### src/rtl/rs232_to_axis.sv
// RS232 8N1 receiver: 2-FF synchronised rxd_pin into a small FIFO byte stream; ovalid one clock after the stop sample.
// Holds odata while oready is low; rtsn_pin asserts near full. `RS232RX_FRAMING_CHECK_EN adds framing-error drop and BREAK.
module rs232_to_axis #(
  parameter real CLOCK_FREQ = 133000000.0,
  parameter real BAUD_RATE  = 115200.0,
  parameter int  FIFO_DEPTH = 4,
  parameter int  RTS_SLACK  = 2
) (
  input  logic       clock,
  input  logic       reset,
  input  logic       rxd_pin,
  output logic       rtsn_pin,
  output logic [7:0] odata,
  output logic       ovalid,
  input  logic       oready,
  output logic       ferror,
  output logic       overrun
);

  localparam int BAUD_COUNT = $rtoi(CLOCK_FREQ / BAUD_RATE);
  localparam int CW         = $clog2(BAUD_COUNT);
  localparam int AW         = $clog2(FIFO_DEPTH);
  localparam int NW         = AW + 1;

  localparam logic [CW-1:0] HALF_LOAD = CW'(BAUD_COUNT / 2 - 1);
  localparam logic [CW-1:0] FULL_LOAD = CW'(BAUD_COUNT - 1);
  localparam logic [NW-1:0] DEPTH_C   = NW'(FIFO_DEPTH);
  localparam logic [NW-1:0] RTS_TH    = NW'(FIFO_DEPTH - RTS_SLACK);

`ifdef RS232RX_FRAMING_CHECK_EN
  typedef enum logic [2:0] {S_IDLE, S_START, S_DATA, S_STOP, S_BREAK} state_t;
`else
  typedef enum logic [1:0] {S_IDLE, S_START, S_DATA, S_STOP} state_t;
`endif

  state_t        state_q;
  logic [1:0]    sync_q;
  logic [CW-1:0] baud_q;
  logic [2:0]    bit_q;
  logic [7:0]    shift_q;
  logic [7:0]    mem_q [FIFO_DEPTH];
  logic [AW-1:0] wr_q;
  logic [AW-1:0] rd_q;
  logic [NW-1:0] count_q;
  logic [NW-1:0] count_d;
  logic          rtsn_q;
  logic          overrun_q;

  logic rxd, tick, stop_tick, stop_good, pop, push, drop, full;

  always_comb begin
    rxd       = sync_q[1];
    tick      = (baud_q == '0);
    stop_tick = (state_q == S_STOP) && tick;
`ifdef RS232RX_FRAMING_CHECK_EN
    stop_good = stop_tick && rxd;
`else
    stop_good = stop_tick;
`endif
    full    = (count_q == DEPTH_C);
    pop     = ovalid && oready;
    // A simultaneous pop frees the slot, so a full FIFO still takes the byte.
    push    = stop_good && (!full || pop);
    drop    = stop_good && full && !pop;
    count_d = count_q;
    if (push && !pop)
      count_d = count_q + NW'(1);
    else if (!push && pop)
      count_d = count_q - NW'(1);
  end

  always_ff @(posedge clock) begin
    if (reset) begin
      state_q   <= S_IDLE;
      sync_q    <= 2'b11;
      baud_q    <= '0;
      bit_q     <= '0;
      shift_q   <= '0;
      wr_q      <= '0;
      rd_q      <= '0;
      count_q   <= '0;
      rtsn_q    <= 1'b1;
      overrun_q <= 1'b0;
      for (int i = 0; i < FIFO_DEPTH; i++) mem_q[i] <= '0;
    end else begin
      sync_q <= {sync_q[0], rxd_pin};
      if (!tick) baud_q <= baud_q - CW'(1);
      case (state_q)
        S_IDLE: begin
          if (!rxd) begin
            baud_q  <= HALF_LOAD;
            state_q <= S_START;
          end
        end
        S_START: begin
          if (tick) begin
            if (!rxd) begin
              baud_q  <= FULL_LOAD;
              bit_q   <= '0;
              state_q <= S_DATA;
            end else begin
              state_q <= S_IDLE;
            end
          end
        end
        S_DATA: begin
          if (tick) begin
            shift_q <= {rxd, shift_q[7:1]};
            baud_q  <= FULL_LOAD;
            bit_q   <= bit_q + 3'd1;
            if (bit_q == 3'd7) state_q <= S_STOP;
          end
        end
        S_STOP: begin
`ifdef RS232RX_FRAMING_CHECK_EN
          if (tick) state_q <= rxd ? S_IDLE : S_BREAK;
`else
          if (tick) state_q <= S_IDLE;
`endif
        end
`ifdef RS232RX_FRAMING_CHECK_EN
        S_BREAK: begin
          if (rxd) state_q <= S_IDLE;
        end
`endif
        default: state_q <= S_IDLE;
      endcase

      if (push) begin
        mem_q[wr_q] <= shift_q;
        wr_q        <= wr_q + AW'(1);
      end
      if (pop) rd_q <= rd_q + AW'(1);
      count_q   <= count_d;
      rtsn_q    <= (count_d >= RTS_TH);
      overrun_q <= drop;
    end
  end

`ifdef RS232RX_FRAMING_CHECK_EN
  logic ferror_q;
  always_ff @(posedge clock) begin
    if (reset) ferror_q <= 1'b0;
    else       ferror_q <= stop_tick && !rxd;
  end
  assign ferror = ferror_q;
`else
  assign ferror = 1'b0;
`endif

  assign ovalid   = (count_q != '0);
  assign odata    = mem_q[rd_q];
  assign rtsn_pin = rtsn_q;
  assign overrun  = overrun_q;

endmodule

### config.mk
export PLATFORM = sky130hd
export DESIGN_NAME = rs232_to_axis
export DESIGN_NICKNAME = d
export VERILOG_FILES = /design/src/rtl/rs232_to_axis.sv
export SDC_FILE = /design/constraint.sdc
export NUM_CORES = 1
export LEC_CHECK = 0
export ABC_CLOCK_PERIOD_IN_PS = 2500
export CAP_MARGIN = 20
export CORE_UTILIZATION = 45
export CTS_CLUSTER_DIAMETER = 40
export DETAILED_ROUTE_END_ITERATION = 10
export GPL_TIMING_DRIVEN = 0
export RECOVER_POWER = 25
export SYNTH_ARGS = -nofsm -noshare
export SYNTH_HDL_FRONTEND = slang
export SYNTH_SLANG_ARGS = --single-unit
### constraint.sdc
create_clock -name clock -period 2.5 [get_ports clock]
set_input_delay 0.5 -clock clock [delete_from_list [all_inputs] [get_ports clock]]
set_output_delay 0.5 -clock clock [all_outputs]
set_load 0.01 [all_outputs]
# After elaboration in Yosys (flattened, before gate mapping)
# Memories as Yosys holds them, arrays and structs flattened. A register that Yosys moved wholly into a read port is not among the register bits.
# Index checks and enable logic that the tools add are counted.
# word_totals
mem_bits_ro	0
mem_bits_rw	32
n_memories	1
regBits	35
latch_bits	0
# classes
n_lt_le_gt_ge	1
multipliers	0
reduce_logical	19
n_shift	0
addsub	6
n_bitwise	0
mux	29
div_mod_pow	0
eq_ne	11
# memory_table
memory	depth	width	read_ports	rd_clocked_by_memory_dff	write_ports	line_no	source
mem_q	4	8	1	1	4	41	logic [7:0] mem_q [FIFO_DEPTH];
# op_table
op	n
two-way mux 11 bit	5
case mux 11 bit (3 select lines)	1
two-way mux 2 bit	9
two-way mux 3 bit	5
inequality test 2 bit, second input constant	6
zero test 11 bit	1
subtractor 11 x 1 -> 11 bit, second input constant	1
two-way mux 8 bit	1
case mux 2 bit (4 select lines)	1
OR reduction 8 bit	1
logical AND 1 bit	7
adder 3 x 1 -> 3 bit, second input constant	2
equality test 3 bit, second input constant	2
two-way mux 1 bit	6
case mux 3 bit (2 select lines)	1
AND reduction 5 bit	1
adder 2 x 1 -> 2 bit, second input constant	2
equality test 2 bit, second input constant	2
AND reduction 4 bit	1
greater-or-equal comparator 3 x 2 -> 1 bit, second input constant	1
zero test 1 bit	3
nonzero test 3 bit	1
subtractor 3 x 1 -> 3 bit, second input constant	1
equality test 2 x 1 -> 1 bit, second input constant	1
other kinds (4)	4

# Longest topological paths before layout
# depth
ltp_word	9
depth_mapped	12

# Worst setup path before layout
# OpenSTA, ideal clock, no wires.
# synth_path
path_type	reg-to-reg
start	reg baud_q[0]
end	mem mem_q[2][0], enable pin
slack_ns	0.223
path_stages_with_launch	11
setup_time_ns	0.271
t_arrival_ns	2.007
synth_period_minus_slack_ns	2.277
t_required_ns	2.229
path_cell_list	dfxtp_1 inv_1 ha_1 nor2b_1 and4_1 buf_6 and3b_1 buf_4 and3b_1 buf_2 or2_2
# synth_rtl
element	line_no	source
start, declared	38	logic [CW-1:0] baud_q;
start signal, assigned	87	if (!tick) baud_q <= baud_q - CW'(1);
end, declared	41	

==> impl_metrics.yaml <==
cells_and_area:
  final_cell_area_mm2: 0.00360
  n_fill_cell: 559
  diodes: 0
  areaGrowthSynthToFinish_pct: 15.7
  multi_input_area_mm2: 0.00134
  nNetsFinal: 308
  regArea_mm2: 0.00170
  drive_above_1_share_pct: 14.3
synth:
  synth_warnings: 0
  ys_types: 46
  synth_top_area_share_pct: 30.9
  ys_ff_latch: 69
  synthMostInstantiatedCell: "dfxtp_1"
  syn_area_per_cell_um2: 11.4
  synth-edff-count: 32
  synthFlopType: "dfxtp_1"
  netlist_top_cells_area: "edfxtp_1, dfxtp_1, and2_1"
  syn_inst: 274
  synth_top_area_cell: "edfxtp_1"
  synth.yosys.seq_area_share_pct: 54.7
  netlist_area_mm2: 0.00311
  async_flop_share_pct: 0
  yosys-top-cells-count: "dfxtp_1, and2_1, edfxtp_1, nand2_1, nor2_1"
  syn_nets: 286
floorplan:
  die_h_um: 85.2
  start_util_pct: 47.9
  coreArea_mm2: 0.00649
  dieArea_mm2: 0.00725
  die-width_um: 85.2
  num_rows: 29
  ios: 16
timing:
  setup_violations: 0
  fin_crit_ns: 2.39
  hold_violations: 0
  tightest_slew_ns: 0.494
  rsz0062_at_grt: "no"
  drv_slew: 0
  slew_headroom_pct: 66.2
  max_freq_mhz: 419
  clock_skew_ns: 0.0127
  fin_crit_sh_pct: 95.6
clock_network:
  cts_buffers: 9
  root_buffer: "clkbuf_8"
  htreeDepth: 3
  cts_tree: "yes"
  clk-insertion-delay-late_ns: 0.34
  clkSlewWorstSetupHoldPaths_ns: 0.08
  clock_path_buffers: 2
  clock_sinks: 69
routing:
  firstDrtPassIters: 4
  m1WireLength_mm: 2.59
  wl_met3_um: 173
  remaining_drc_errors: 0
  vias: 1951
  top_layer_used: "met4"
  avgRoutedWirePerCell_um: 14.5
  drt-initial-drc-count: 105
  via_per_inst: 5.16
  wl_met2_mm: 2.59
  routed_wl_mm: 5.47
  ant_nets: 0
worst_setup_path:
  crit_family: "multiplexers"
  start_kind: "register"
  path_class: "register to primary output"
  cp_data_required_time_ns: 2.00
  r2r_start: "baud_q[0]$_SDFF_PP0_"
  slowest_stage: "mux4_2"
  path_cells: "mux4_2 > clkdlybuf4s50_1"
  arrival_ns: 1.89
  crit_path_max_fanout: 8
  r2r-end: "mem_q[2][7]$_SDFFCE_PN0P_"
  rrSetupSlack_ns: 0.19
  max_stage_delay_ns: 0.54
  cp_num_buf_inv: 1
  end_kind: "primary output"
  worstRegToRegCells: 10
global_route:
  grt_first_pass_wirelength_mm: 9.57
  grt_max_degree: 14
  antenna_found_initial: 0
  overflow: 0
  grt_pass1_vias: 2020
  grtUsageTotal_pct: 17.3
placed_design:
  place.port_buffers: 13
  gp_congestion: 0.780
  placed_cell_area_mm2: 0.00334
  dpl.hpwl_mm: 3.71
power:
  ir_worst_vdd_mv: 0.637
  p_int_mw: 2.60
  power_frac_seq_pct: 40.3
  powerDensity_mw_per_mm2: 1040
  total_power_mw: 3.75
  combPwrFrac_pct: 30.4
  clkPwrFrac_pct: 29.3
  p_leak_nw: 1.36
  sw_frac_of_total_pct: 30.8
  power.switching_mw: 1.15
flow_run:
  maxCapViolations: 0
worst_hold_path:
  hold_depth: 1
  min_to: "sync_q[1]$_SDFF_PP1_"
  hp-class: "register to register"
  holdCritStartpoint: "sync_q[0]$_SDFF_PP1_"
run_status:
  status: "completed"
## area by class of cell
type	instances	share of cell area, %
flip-flops and latches	69	47.3
multi-input cells	186	37.1
repair buffers	15	3.93
clock buffers	10	3.54
clock inverters	6	3.13
well taps	77	2.68
plain buffers	10	1.77
inverters	5	0.556
## registers in the layout (all words and copies together), names as in the netlist, named ones only
name,flops
rd_q,2
sync_q,2
bit_q,3
rtsn_pin,1
overrun,1
mem_q,32
wr_q,2
count_q,3
baud_q,11
shift_q,8
state_q,1
## layout by cell type (no fill, tap or decap), types with 3 or more instances in the layout
cell type,n
a21oi_1,15
and2_1,33
and3b_1,4
buf_4,3
bufinv_16,3
clkbuf_1,7
clkbuf_8,9
clkdlybuf4s50_1,11
dfxtp_1,35
edfxtp_1,32
ha_1,7
inv_1,4
mux2i_1,4
mux4_2,8
nand2_1,28
nand3_1,9
nand3b_1,3
nor2_1,23
or2_4,3
xnor2_1,5
xor2_1,7
## layer usage
metal,up-vias,GRT usage (%)
met5,-,0
met4,0,8.78
met3,12,3.89
met2,31,29.1
met1,906,20.9
li1,1002,-
## timing repair
| action | CTS | global route |
|---|---|---|
| gates resized for setup | 7 | 8 |
| buffers inserted | 2 | 0 |
| endpoints found under the setup margin | 33 | 26 |
| hold buffers | 0 | 0 |
| pin swaps | 1 | 1 |
## per-stage QoR
step                      hold WS (ns)  setup TNS [ns]  util, %  worst slack, ns  std cells
final                            0.411               0     55.4            0.111        378
after detailed placement         0.398           -5.14     51.4           -0.392        364
after global routing             0.425               0     55.4          0.00349        378
after floorplan                  0.389               0        -            0.223        274
after CTS                        0.415               0     55.5           0.0101        380
after global placement           0.393           -5.31     51.4           -0.405        364
## cells by family after synthesis
logic type | after synthesis | share of synthesized area (%)
flip-flops | 69 | 54.7
multiplexers | 13 | 7.44
XOR/XNOR | 12 | 3.38
adder cells (fa/ha/maj) | 8 | 3.22
other | 1 | 0.121
AND/OR/NAND/NOR | 126 | 22.5
AO/OA/AOI/OAI | 26 | 5.79
buffers and inverters | 19 | 2.85
## worst reg2reg max path, cell delays in order (launching register included)
cell and delay, ns:
dfxtp_2 0.38, inv_1 0.08, ha_2 0.19, nor2b_4 0.13, and4_1 0.19, buf_6 0.14
and3b_1 0.18, buf_6 0.14, and3b_1 0.15, buf_4 0.16, or2_4 0.31
## worst max path at each step
| stage | endpoint | cells after the start | slack [ns] |
|---|---|---|---|
| floorplan | mem_q[2][0]$_SDFFCE_PN0P_ | 10 | 0.22 |
| global placement | mem_q[0][2]$_SDFFCE_PN0P_ | 7 | -0.40 |
| detailed placement | mem_q[0][4]$_SDFFCE_PN0P_ | 7 | -0.39 |
| CTS | mem_q[2][7]$_SDFFCE_PN0P_ | 10 | 0.01 |
| global route | baud_q[0]$_SDFF_PP0_ | 12 | 0.003 |
| finish | odata[3] | 2 | 0.11 |
## power by group through the flow
stage	combinational [mW]	sequential (mW)	clock [mW]
3_5_place_dp	1.16	1.47	0
6_report	1.14	1.51	1.10
3_3_place_gp	1.15	1.47	0
5_1_grt	1.28	1.54	1.16
2_1_floorplan	0.883	1.45	0
4_1_cts	1.17	1.49	1.12
(Power assumes the default switching activity.)
